--- config.mk ---
export PLATFORM = sky130hd
export DESIGN_NAME = yd_wb_arb
export DESIGN_NICKNAME = d
export VERILOG_FILES = /design/src/rtl/yd_wb_arb.sv
export SDC_FILE = /design/constraint.sdc
export NUM_CORES = 1
export LEC_CHECK = 0
export BUFFER_PORTS_ARGS = -buffer_cell sky130_fd_sc_hd__buf_2
export CORE_MARGIN = 2
export CORE_UTILIZATION = 35
export CTS_BUF_LIST = sky130_fd_sc_hd__clkbuf_4
export DETAILED_ROUTE_END_ITERATION = 10
export PLACE_DENSITY = 0.55
export RECOVER_POWER = 100
export SLEW_MARGIN = 0
export SYNTH_ARGS = -nofsm -noshare
export SYNTH_HDL_FRONTEND = slang
export SYNTH_SLANG_ARGS = --single-unit
--- constraint.sdc ---
create_clock -name clk -period 6 [get_ports clk]
set_input_delay 0 -clock clk [delete_from_list [all_inputs] [get_ports clk]]
set_output_delay 0 -clock clk [all_outputs]
set_load 0.03 [all_outputs]
--- src/rtl/yd_wb_arb.sv ---
// yd_wb_arb: shares two register-file write ports among three writeback
// requesters, never issuing two writes to the same register in one cycle.
module yd_wb_arb #(
    parameter int DW    = 16,
    parameter int AW    = 4,
    parameter int RR_EN = 1,
    parameter int CW    = 8
) (
    input  logic          clk,
    input  logic          rst,
    input  logic          hold,
    input  logic          r0_v,
    input  logic [AW-1:0] r0_addr,
    input  logic [DW-1:0] r0_data,
    output logic          r0_rdy,
    input  logic          r1_v,
    input  logic [AW-1:0] r1_addr,
    input  logic [DW-1:0] r1_data,
    output logic          r1_rdy,
    input  logic          r2_v,
    input  logic [AW-1:0] r2_addr,
    input  logic [DW-1:0] r2_data,
    output logic          r2_rdy,
    output logic          we0,
    output logic [AW-1:0] waddr0,
    output logic [DW-1:0] din0,
    output logic          we1,
    output logic [AW-1:0] waddr1,
    output logic [DW-1:0] din1,
    output logic [CW-1:0] conf_cnt
);

    logic [2:0]    v;
    logic [AW-1:0] addr [3];
    logic [DW-1:0] data [3];
    logic [2:0]    cand;
    logic [2:0]    zero;
    logic [2:0]    rdy;
    logic [1:0]    ord [3];
    logic [1:0]    ptr;
    logic          act;
    logic          g0_v;
    logic          g1_v;
    logic [1:0]    g0_i;
    logic [1:0]    g1_i;
    logic          conf;
    logic [1:0]    last;
    logic [1:0]    nxt;

    assign v       = {r2_v, r1_v, r0_v};
    assign addr[0] = r0_addr;
    assign addr[1] = r1_addr;
    assign addr[2] = r2_addr;
    assign data[0] = r0_data;
    assign data[1] = r1_data;
    assign data[2] = r2_data;
    assign act     = !rst && !hold;

    always_comb begin
        for (int i = 0; i < 3; i++) begin
            zero[i] = v[i] && (addr[i] == '0);
            cand[i] = v[i] && (addr[i] != '0);
        end
    end

    // Scan order starts at ptr and wraps modulo 3.
    always_comb begin
        if (RR_EN != 0) begin
            ord[0] = ptr;
            ord[1] = (ptr == 2'd2) ? 2'd0 : ptr + 2'd1;
            ord[2] = (ptr == 2'd0) ? 2'd2 : ptr - 2'd1;
        end else begin
            ord[0] = 2'd0;
            ord[1] = 2'd1;
            ord[2] = 2'd2;
        end
    end

    always_comb begin
        g0_v = 1'b0;
        g1_v = 1'b0;
        g0_i = 2'd0;
        g1_i = 2'd0;
        conf = 1'b0;
        for (int k = 0; k < 3; k++) begin
            if (cand[ord[k]]) begin
                if (!g0_v) begin
                    g0_v = 1'b1;
                    g0_i = ord[k];
                end else if (addr[ord[k]] == addr[g0_i]) begin
                    conf = 1'b1;
                end else if (!g1_v) begin
                    g1_v = 1'b1;
                    g1_i = ord[k];
                end
            end
        end
    end

    always_comb begin
        for (int i = 0; i < 3; i++) begin
            rdy[i] = act && (zero[i]
                     || (g0_v && g0_i == 2'(i))
                     || (g1_v && g1_i == 2'(i)));
        end
    end

    assign r0_rdy = rdy[0];
    assign r1_rdy = rdy[1];
    assign r2_rdy = rdy[2];

    assign last = g1_v ? g1_i : g0_i;
    assign nxt  = (last == 2'd2) ? 2'd0 : last + 2'd1;

    always_ff @(posedge clk) begin
        if (rst) begin
            we0      <= 1'b0;
            waddr0   <= '0;
            din0     <= '0;
            we1      <= 1'b0;
            waddr1   <= '0;
            din1     <= '0;
            ptr      <= 2'd0;
            conf_cnt <= '0;
        end else begin
            we0 <= act && g0_v;
            we1 <= act && g1_v;
            if (act && g0_v) begin
                waddr0 <= addr[g0_i];
                din0   <= data[g0_i];
            end
            if (act && g1_v) begin
                waddr1 <= addr[g1_i];
                din1   <= data[g1_i];
            end
            if (act && g0_v && RR_EN != 0) begin
                ptr <= nxt;
            end
            if (act && conf && conf_cnt != '1) begin
                conf_cnt <= conf_cnt + 1'b1;
            end
        end
    end

endmodule

# After elaboration in Yosys (flattened, before gate mapping)
# Cells that the tools add are included.
[op_classes]
addsub = 4
order_cmp = 9
eq_ne = 9
mux = 61
bitwise = 6
reduce_logical = 37
[ops]
columns = ["operator", "n"]
rows = [
  ["$bmux 16 s2", 2],
  ["$mux 16", 4],
  ["$bmux 4 s2", 6],
  ["$mux 4", 12],
  ["$mux 2", 16],
  ["$logic_and 1x1->1", 20],
  ["$ge 3x3->1 const B", 6],
  ["$mux 1", 18],
  ["$not 2->3", 6],
  ["$logic_not 4->1", 3],
  ["$reduce_bool 4->1", 3],
  ["$lt 2x3->1 const B", 3],
  ["$add 8x1->8 const B", 1],
  ["$eq 2x2->1 const B", 4],
  ["$eq 4x4->1", 2],
  ["$ne 8x8->1 const B", 1],
  ["$bmux 1 s2", 3],
  ["$logic_not 2->1", 3],
  ["$logic_or 1x1->1", 6],
  ["$add 2x1->2 const B", 2],
  ["$eq 2x1->1 const B", 2],
  ["$logic_not 1->1", 2],
  ["$sub 2x1->2 const B", 1],
]
[totals]
reg_bits = 52
input_bits = 66
out_inout_bits = 53
elab_cells = 134

# Logic depth before layout (Yosys ltp)
[depth]
depth_word = 21
mapped_depth = 15
ltp_nobuf = 11

# Least setup slack after synthesis
# No wires, ideal clock.
[synth_path]
path_kind = "register to output"
startpoint = "register ptr[0]"
endpoint = "output port r1_rdy"
arrival_time_ps = 3495
t_required_ps = 6000
setup_slack_ps = 2505
stages_incl_launch_ff = 16
n_path_buf = 4
path_cell_list = "dfxtp_1 clkbuf_1 inv_1 ha_1 nor2b_1 clkbuf_1 a21oi_1 o31ai_1 a31o_2 and4_1 o2111ai_2 a31o_1 buf_6 buf_6 a211oi_1 nor3_1"
[synth_between]
elab_chain_cells = 19
word_cells_on_any_way = 58
classes_between = "add/sub: 2; eq/ne: 5; mux: 41; bitwise: 4; reduce/logical: 6"
[synth_rtl]
columns = ["item", "line", "text"]
rows = [
  ["from (decl)", "40", "logic [1:0] ptr;"],
  ["from (signal assigned)", "137", "ptr <= nxt;"],
  ["$bmux 1 s2", "86", "if (cand[ord[k]]) begin"],
  ["$mux 1 (implied by the code)", "86", ""],
  ["$mux 2", "86", ""],
  ["$not 2->3 (implied by the code)", "90", "end else if (addr[ord[k]] == addr[g0_i]) begin"],
  ["$bmux 4 s2", "90", ""],
  ["$mux 4 (implied by the code) (2 in a row)", "90", ""],
  ["$eq 4x4->1", "90", ""],
  ["$mux 2 or $mux 1 (tied branches)", "90", ""],
  ["[... 2 more ...]", "-", ""],
  ["$mux 2", "92", "end else if (!g1_v) begin"],
  ["$mux 2", "90", ""],
  ["$mux 2", "87", "if (!g0_v) begin"],
  ["$mux 2", "86", ""],
  ["$eq 2x1->1", "104", "|| (g1_v && g1_i == 2'(i)));"],
  ["$logic_and 1x1->1", "104", ""],
  ["$logic_or 1x1->1 (*)", "104", ""],
  ["$logic_and 1x1->1 (*)", "102", "rdy[i] = act && (zero[i]"],
  ["to (decl)", "19", "output logic r1_rdy,"],
]
# Mark *: on every way between the ends. The rest lies on a longest branch, timed or not. The select of a mux whose other input is x is not followed.

# Worst setup path in the final report
[layout_path]
startpoint = "register ptr[1]"
endpoint = "output port r2_rdy"
[layout_between]
elab_chain_cells = 19
word_cells_on_any_way = 58
classes_between = "add/sub: 2; eq/ne: 5; mux: 41; bitwise: 4; reduce/logical: 6"
[layout_rtl]
columns = ["item", "line", "text"]
rows = [
  ["$bmux 1 s2", "86", ""],
  ["$mux 1 (implied by the code)", "86", ""],
  ["$mux 2", "86", ""],
  ["$not 2->3 (implied by the code)", "90", ""],
  ["$bmux 4 s2", "90", ""],
  ["$mux 4 (implied by the code) (2 in a row)", "90", ""],
  ["$eq 4x4->1", "90", ""],
  ["$mux 2 or $mux 1 (tied branches)", "90", ""],
  ["[... 2 more ...]", "-", ""],
  ["$mux 2", "92", ""],
  ["$mux 2", "90", ""],
  ["$mux 2", "87", ""],
  ["$mux 2", "86", ""],
  ["$eq 2x2->1", "104", ""],
  ["$logic_and 1x1->1", "104", ""],
  ["$logic_or 1x1->1 (*)", "104", ""],
  ["$logic_and 1x1->1 (*)", "102", ""],
  ["to (decl)", "23", "output logic r2_rdy,"],
]
# Marked as above.

==> flow_results.org <==
** Critical path
- Kind of critical path :: reg -> out
- CP arrival :: 5.19 ns
- At the worst endpoint, the required time is 6.00 ns.
- Kind of start point of the critical path :: flip-flop
- Tracing the worst setup path back leads to its startpoint at ptr[1].
- The worst register-to-register path begins at ptr[1].
- On the worst path, the slowest cell contributes a delay of 0.95 ns.
- Largest driver fanout on the critical path :: 30
- Category of cells accounting for the largest share of critical-path delay :: compound AO/OA/AOI/OAI gates
- Number of buffer and inverter instances along the worst setup path :: 3
- The critical path goes through inv_1 > ha_1 > nor2b_1 > a21oi_1 > o31ai_1 > nand4_1 > and4_1 > o2111ai_1 > a41o_1 > clkbuf_1 > nand2_1 > nand2_1 > buf_2.
- Cell type of the slowest stage on the worst timing path :: sky130_fd_sc_hd__a41o_1
- The worst setup path is captured at a primary output.
- Top cell by count, worst path :: sky130_fd_sc_hd__nand2_1

** STA
- Headroom to the max-slew limit came out at 6.96%.
- Setup slack on the critical path of the routed design comes to 0.812 ns.
- Share of the clock period used by the worst path :: 86.5%
- The max-slew violation count was 0.
- Setup violations remaining at the end of the flow were counted as 0.
- The worst path in the final design needs a cycle of 5.19 ns, including I/O delays and setup.
- Setup repair after global routing missed its margin :: no
- Least-Margin Pin Slew :: 1.40 ns
- The number of hold violations in the final report is 0.
- Peak Freq :: 193 MHz
- Summed over all failing endpoints, the final setup total negative slack is 0 ns.
- Clock Skew :: 0.0198 ns

** Synthesis
- Each instance of the synthesized netlist takes up on average 8.13 µm².
- Counting every instance in the synthesized netlist gives 460.
- Yosys attributes the largest share of cell area to sky130_fd_sc_hd__dfxtp_1, sky130_fd_sc_hd__mux2i_1, sky130_fd_sc_hd__nand3_1.
- Count of synthesis-stage warnings from yosys :: 0
- Summing the sequential cell areas from Yosys gives 27.8% of the chip area.
- Top cell types by occurrence after synthesis :: sky130_fd_sc_hd__dfxtp_1, sky130_fd_sc_hd__nand2_1, sky130_fd_sc_hd__nand3_1
- The number of nets in the synthesized netlist is 530.
- Post-synth EDFFs :: 0
- Synthesis inferred 52 register bits.
- Among all flip-flop cells after synthesis, the most frequent one is sky130_fd_sc_hd__dfxtp_1.
- The biggest area contributor in the post-synthesis netlist is sky130_fd_sc_hd__dfxtp_1.
- The synthesized design devotes to its leading area cell type 27.8% of total area.
- Cell area after synthesis :: 0.00374 mm²
- Synthesis instantiated 66 different standard cells from the library.
- Share of flip-flops with an asynchronous set or reset :: 0%
- sky130_fd_sc_hd__dfxtp_1 is the most common cell in the netlist.

** Detailed routing
- Vias after detailed routing :: 4,372
- DR pass1 iterations :: 5
- Initial DRC Count :: 278
- For this block, the routed nets add up to 13.4 mm of wire.
- DRC :: 0
- Dividing the detail-routed via count by the number of cells gives 5.95.
- The count of nets left with antenna violations once routing finished came out at 0.
- Dividing the detail-routed wire length by the instance count gives 18.3 µm.

** Floorplanning
- The initial utilization of the core area, before any placement, comes to 36.1%.
- Overall die area :: 0.0115 mm²
- From left edge to right edge, the die measures 107 µm.
- Core ar. :: 0.0104 mm²
- Placement row count :: 37
- Chip height :: 107 µm
- I/O pin count :: 119

** Layout
- In the final layout, flip-flops and latches occupy 0.00104 mm².
- Number of diodes added for antenna fixing :: 0
- Share of final-layout standard cells stronger than drive strength 1 :: 16.2%
- Multi-input combinational cell area :: 0.00244 mm²
- From synthesis to final layout, the design area changed by 29.6%.
- After the last flow step, the layout net total stands at 668.
- Fillers :: 1,095
- Summing all non-filler instances in the final layout gives an area of 0.00485 mm².
- Share of the core filled with cells :: 46.7%

** Place
- Summing all placed instances gives a cell area of 0.00435 mm².
- Final RePlAce weighted congestion :: 0.887
- Total of buffers placed on input and output ports :: 118
- After legalization and detailed placement, the total HPWL measured 9.04 mm.
- At the placement stage, the worst setup path has a slack of 1.57 ns.

** Global routing
- GR Layer Usage met3 :: 3.69%
- Largest net degree at the start of global routing :: 32
- The via count of the first global-routing pass came to 4,187.
- Gr busiest metal :: met2
- The number of antenna violations at the first check in global routing is 0.
- M1 GR Usage :: 30.7%
- Wire length of the first global-routing pass :: 21.2 mm
- All-layer global routing usage :: 22.9%
- For met2 alone, demand over resource in global routing was 36.8%.
- Global route total overflow :: 0

** Clocking
- After clock tree synthesis, the setup repair step added 0 buffers.
- CTS H-Tree Depth :: 2
- The clock passes through at most 2 buffers.
- Clk root buf :: sky130_fd_sc_hd__clkbuf_4
- Inserted Clock Buffers :: 5
- Clock latency at the later pin of the worst-skew pair :: 0.37 ns
- CTS sink count :: 52
- TritonCTS built the clock tree.
- Clk pin slew, worst setup/hold paths :: 0.16 ns

** Power
- Net Sw Power :: 1.12 mW
- VDD sags by at most 0.172 mV.
- Dividing total power by cell area gives a power density of 444 mW/mm².
- Overall power consumption after layout is estimated at 2.15 mW.
- The share of total power dissipated in combinational logic is 67.9%.
- Leakage :: 1.82 nW
- Switching Fraction :: 52.2%
- Portion of total power attributed to sequential cells :: 24.3%
- The clock network burns 7.8% of the power.
- Internal power comes to 1.03 mW.

** Outcome
- The flow ran to the end, and the final reports show no timing, DRC or antenna violations.

** Flow run
- Max-cap violations in this run came to 0.

** Worst hold path
- Hold path startpoint :: r0_addr[1]
- The path class of the tightest hold or removal check is in -> reg.
registers in the layout, summed over array words and instances (netlist names):
register,cells
din0,16
din1,16
conf_cnt,8
waddr0,4
waddr1,4
ptr,2
we0,1
we1,1
power by group through the flow:
stage / registers, mW / clock network, mW / logic (mW)
after floorplan: 0.717 / 0 / 0.835
after global placement: 0.523 / 0 / 1.36
after detailed placement: 0.528 / 0 / 1.38
after CTS: 0.520 / 0.170 / 1.49
after global routing: 0.536 / 0.182 / 1.58
final: 0.523 / 0.167 / 1.46
worst min-delay path: stages:
cell and delay [ns]:
sky130_fd_sc_hd__buf_2 0.17, sky130_fd_sc_hd__a21oi_1 0.14, sky130_fd_sc_hd__o21ai_1 0.06
final cells by class:
type,count,share of cell area [%]
Multi-Input combinational cell,352,50.4
Inverter,9,0.697
Clock inverter,2,0.232
Tap cell,136,3.51
Clock buffer,6,0.929
Sequential cell,52,21.5
Timing Repair Buffer,178,22.7
cell families (layout without fill, tap and decap cells):
kind of cell             Yosys count  in the layout  share of synthesized area [%]
buffers and inverters             56            195                           7.19
multiplexers                      36             36                           9.87
adder cells (fa/ha/maj)            4              4                           1.34
XOR/XNOR                           4              4                          0.937
flip-flops                        52             52                           27.8
AND/OR/NAND/NOR                  144            144                           19.8
AO/OA/AOI/OAI                    164            164                           33.0
layout by cell type, fill, tap and decap left out, types with 3 or more instances in the layout:
| cell | netlist | layout |
|---|---|---|
| sky130_fd_sc_hd__a211oi_1 | 9 | 9 |
| sky130_fd_sc_hd__a21oi_1 | 28 | 27 |
| sky130_fd_sc_hd__a221o_1 | 11 | 11 |
| sky130_fd_sc_hd__a22o_1 | 9 | 9 |
| sky130_fd_sc_hd__a22oi_1 | 5 | 6 |
| sky130_fd_sc_hd__a31oi_1 | 3 | 3 |
| sky130_fd_sc_hd__and2_1 | 5 | 5 |
| sky130_fd_sc_hd__and4b_1 | 4 | 4 |
| sky130_fd_sc_hd__buf_2 | 8 | 67 |
| sky130_fd_sc_hd__buf_4 | 3 | 5 |
| sky130_fd_sc_hd__clkbuf_1 | 29 | 53 |
| sky130_fd_sc_hd__clkbuf_4 | 0 | 6 |
| sky130_fd_sc_hd__dfxtp_1 | 52 | 52 |
| sky130_fd_sc_hd__dlygate4sd3_1 | 0 | 53 |
| sky130_fd_sc_hd__ha_1 | 4 | 4 |
| sky130_fd_sc_hd__inv_1 | 8 | 8 |
| sky130_fd_sc_hd__mux2_2 | 5 | 5 |
| sky130_fd_sc_hd__mux2i_1 | 29 | 28 |
| sky130_fd_sc_hd__nand2_1 | 42 | 42 |
| sky130_fd_sc_hd__nand3_1 | 38 | 38 |
| sky130_fd_sc_hd__nand4_1 | 4 | 4 |
| sky130_fd_sc_hd__nor2_1 | 11 | 11 |
| sky130_fd_sc_hd__nor2b_1 | 5 | 5 |
| sky130_fd_sc_hd__nor3_1 | 11 | 11 |
| sky130_fd_sc_hd__nor4_1 | 6 | 6 |
| sky130_fd_sc_hd__nor4b_1 | 4 | 4 |
| sky130_fd_sc_hd__o2111ai_1 | 2 | 3 |
| sky130_fd_sc_hd__o211a_1 | 4 | 4 |
| sky130_fd_sc_hd__o21ai_0 | 11 | 29 |
| sky130_fd_sc_hd__o21ai_1 | 23 | 4 |
| sky130_fd_sc_hd__o221ai_1 | 18 | 18 |
| sky130_fd_sc_hd__o22ai_1 | 8 | 8 |
| sky130_fd_sc_hd__o31ai_1 | 9 | 8 |
| sky130_fd_sc_hd__or4_1 | 3 | 3 |
path summary, 6_finish.rpt:
kind	slack (ns)	depth (start not counted)	endpoint
min reg2reg	0.48	2	din0[9]
max reg2reg	0.85	13	din1[15]
max	0.81	13	r2_rdy
min	0.06	3	waddr0[1]
repair_timing:
item                                   4_1_cts  5_1_grt
hold buffers                                53        0
endpoints found under the hold margin       34        0
gates resized for setup                      0        0
routing by layer:
metal	wire length (µm)	part of all wire, %
met2	6250	47
met3	1080	8.1
met1	5780	43
met4	309	2.3
met5	0	0
metrics by stage:
stage,std cells,hold WS [ns]
final,735,0.0560
after floorplan,460,0.115
after CTS,735,0.0222
after global routing,735,0.0411
after global placement,674,0.243
after detailed placement,674,0.245
Power figures use the tool's default switching activity.
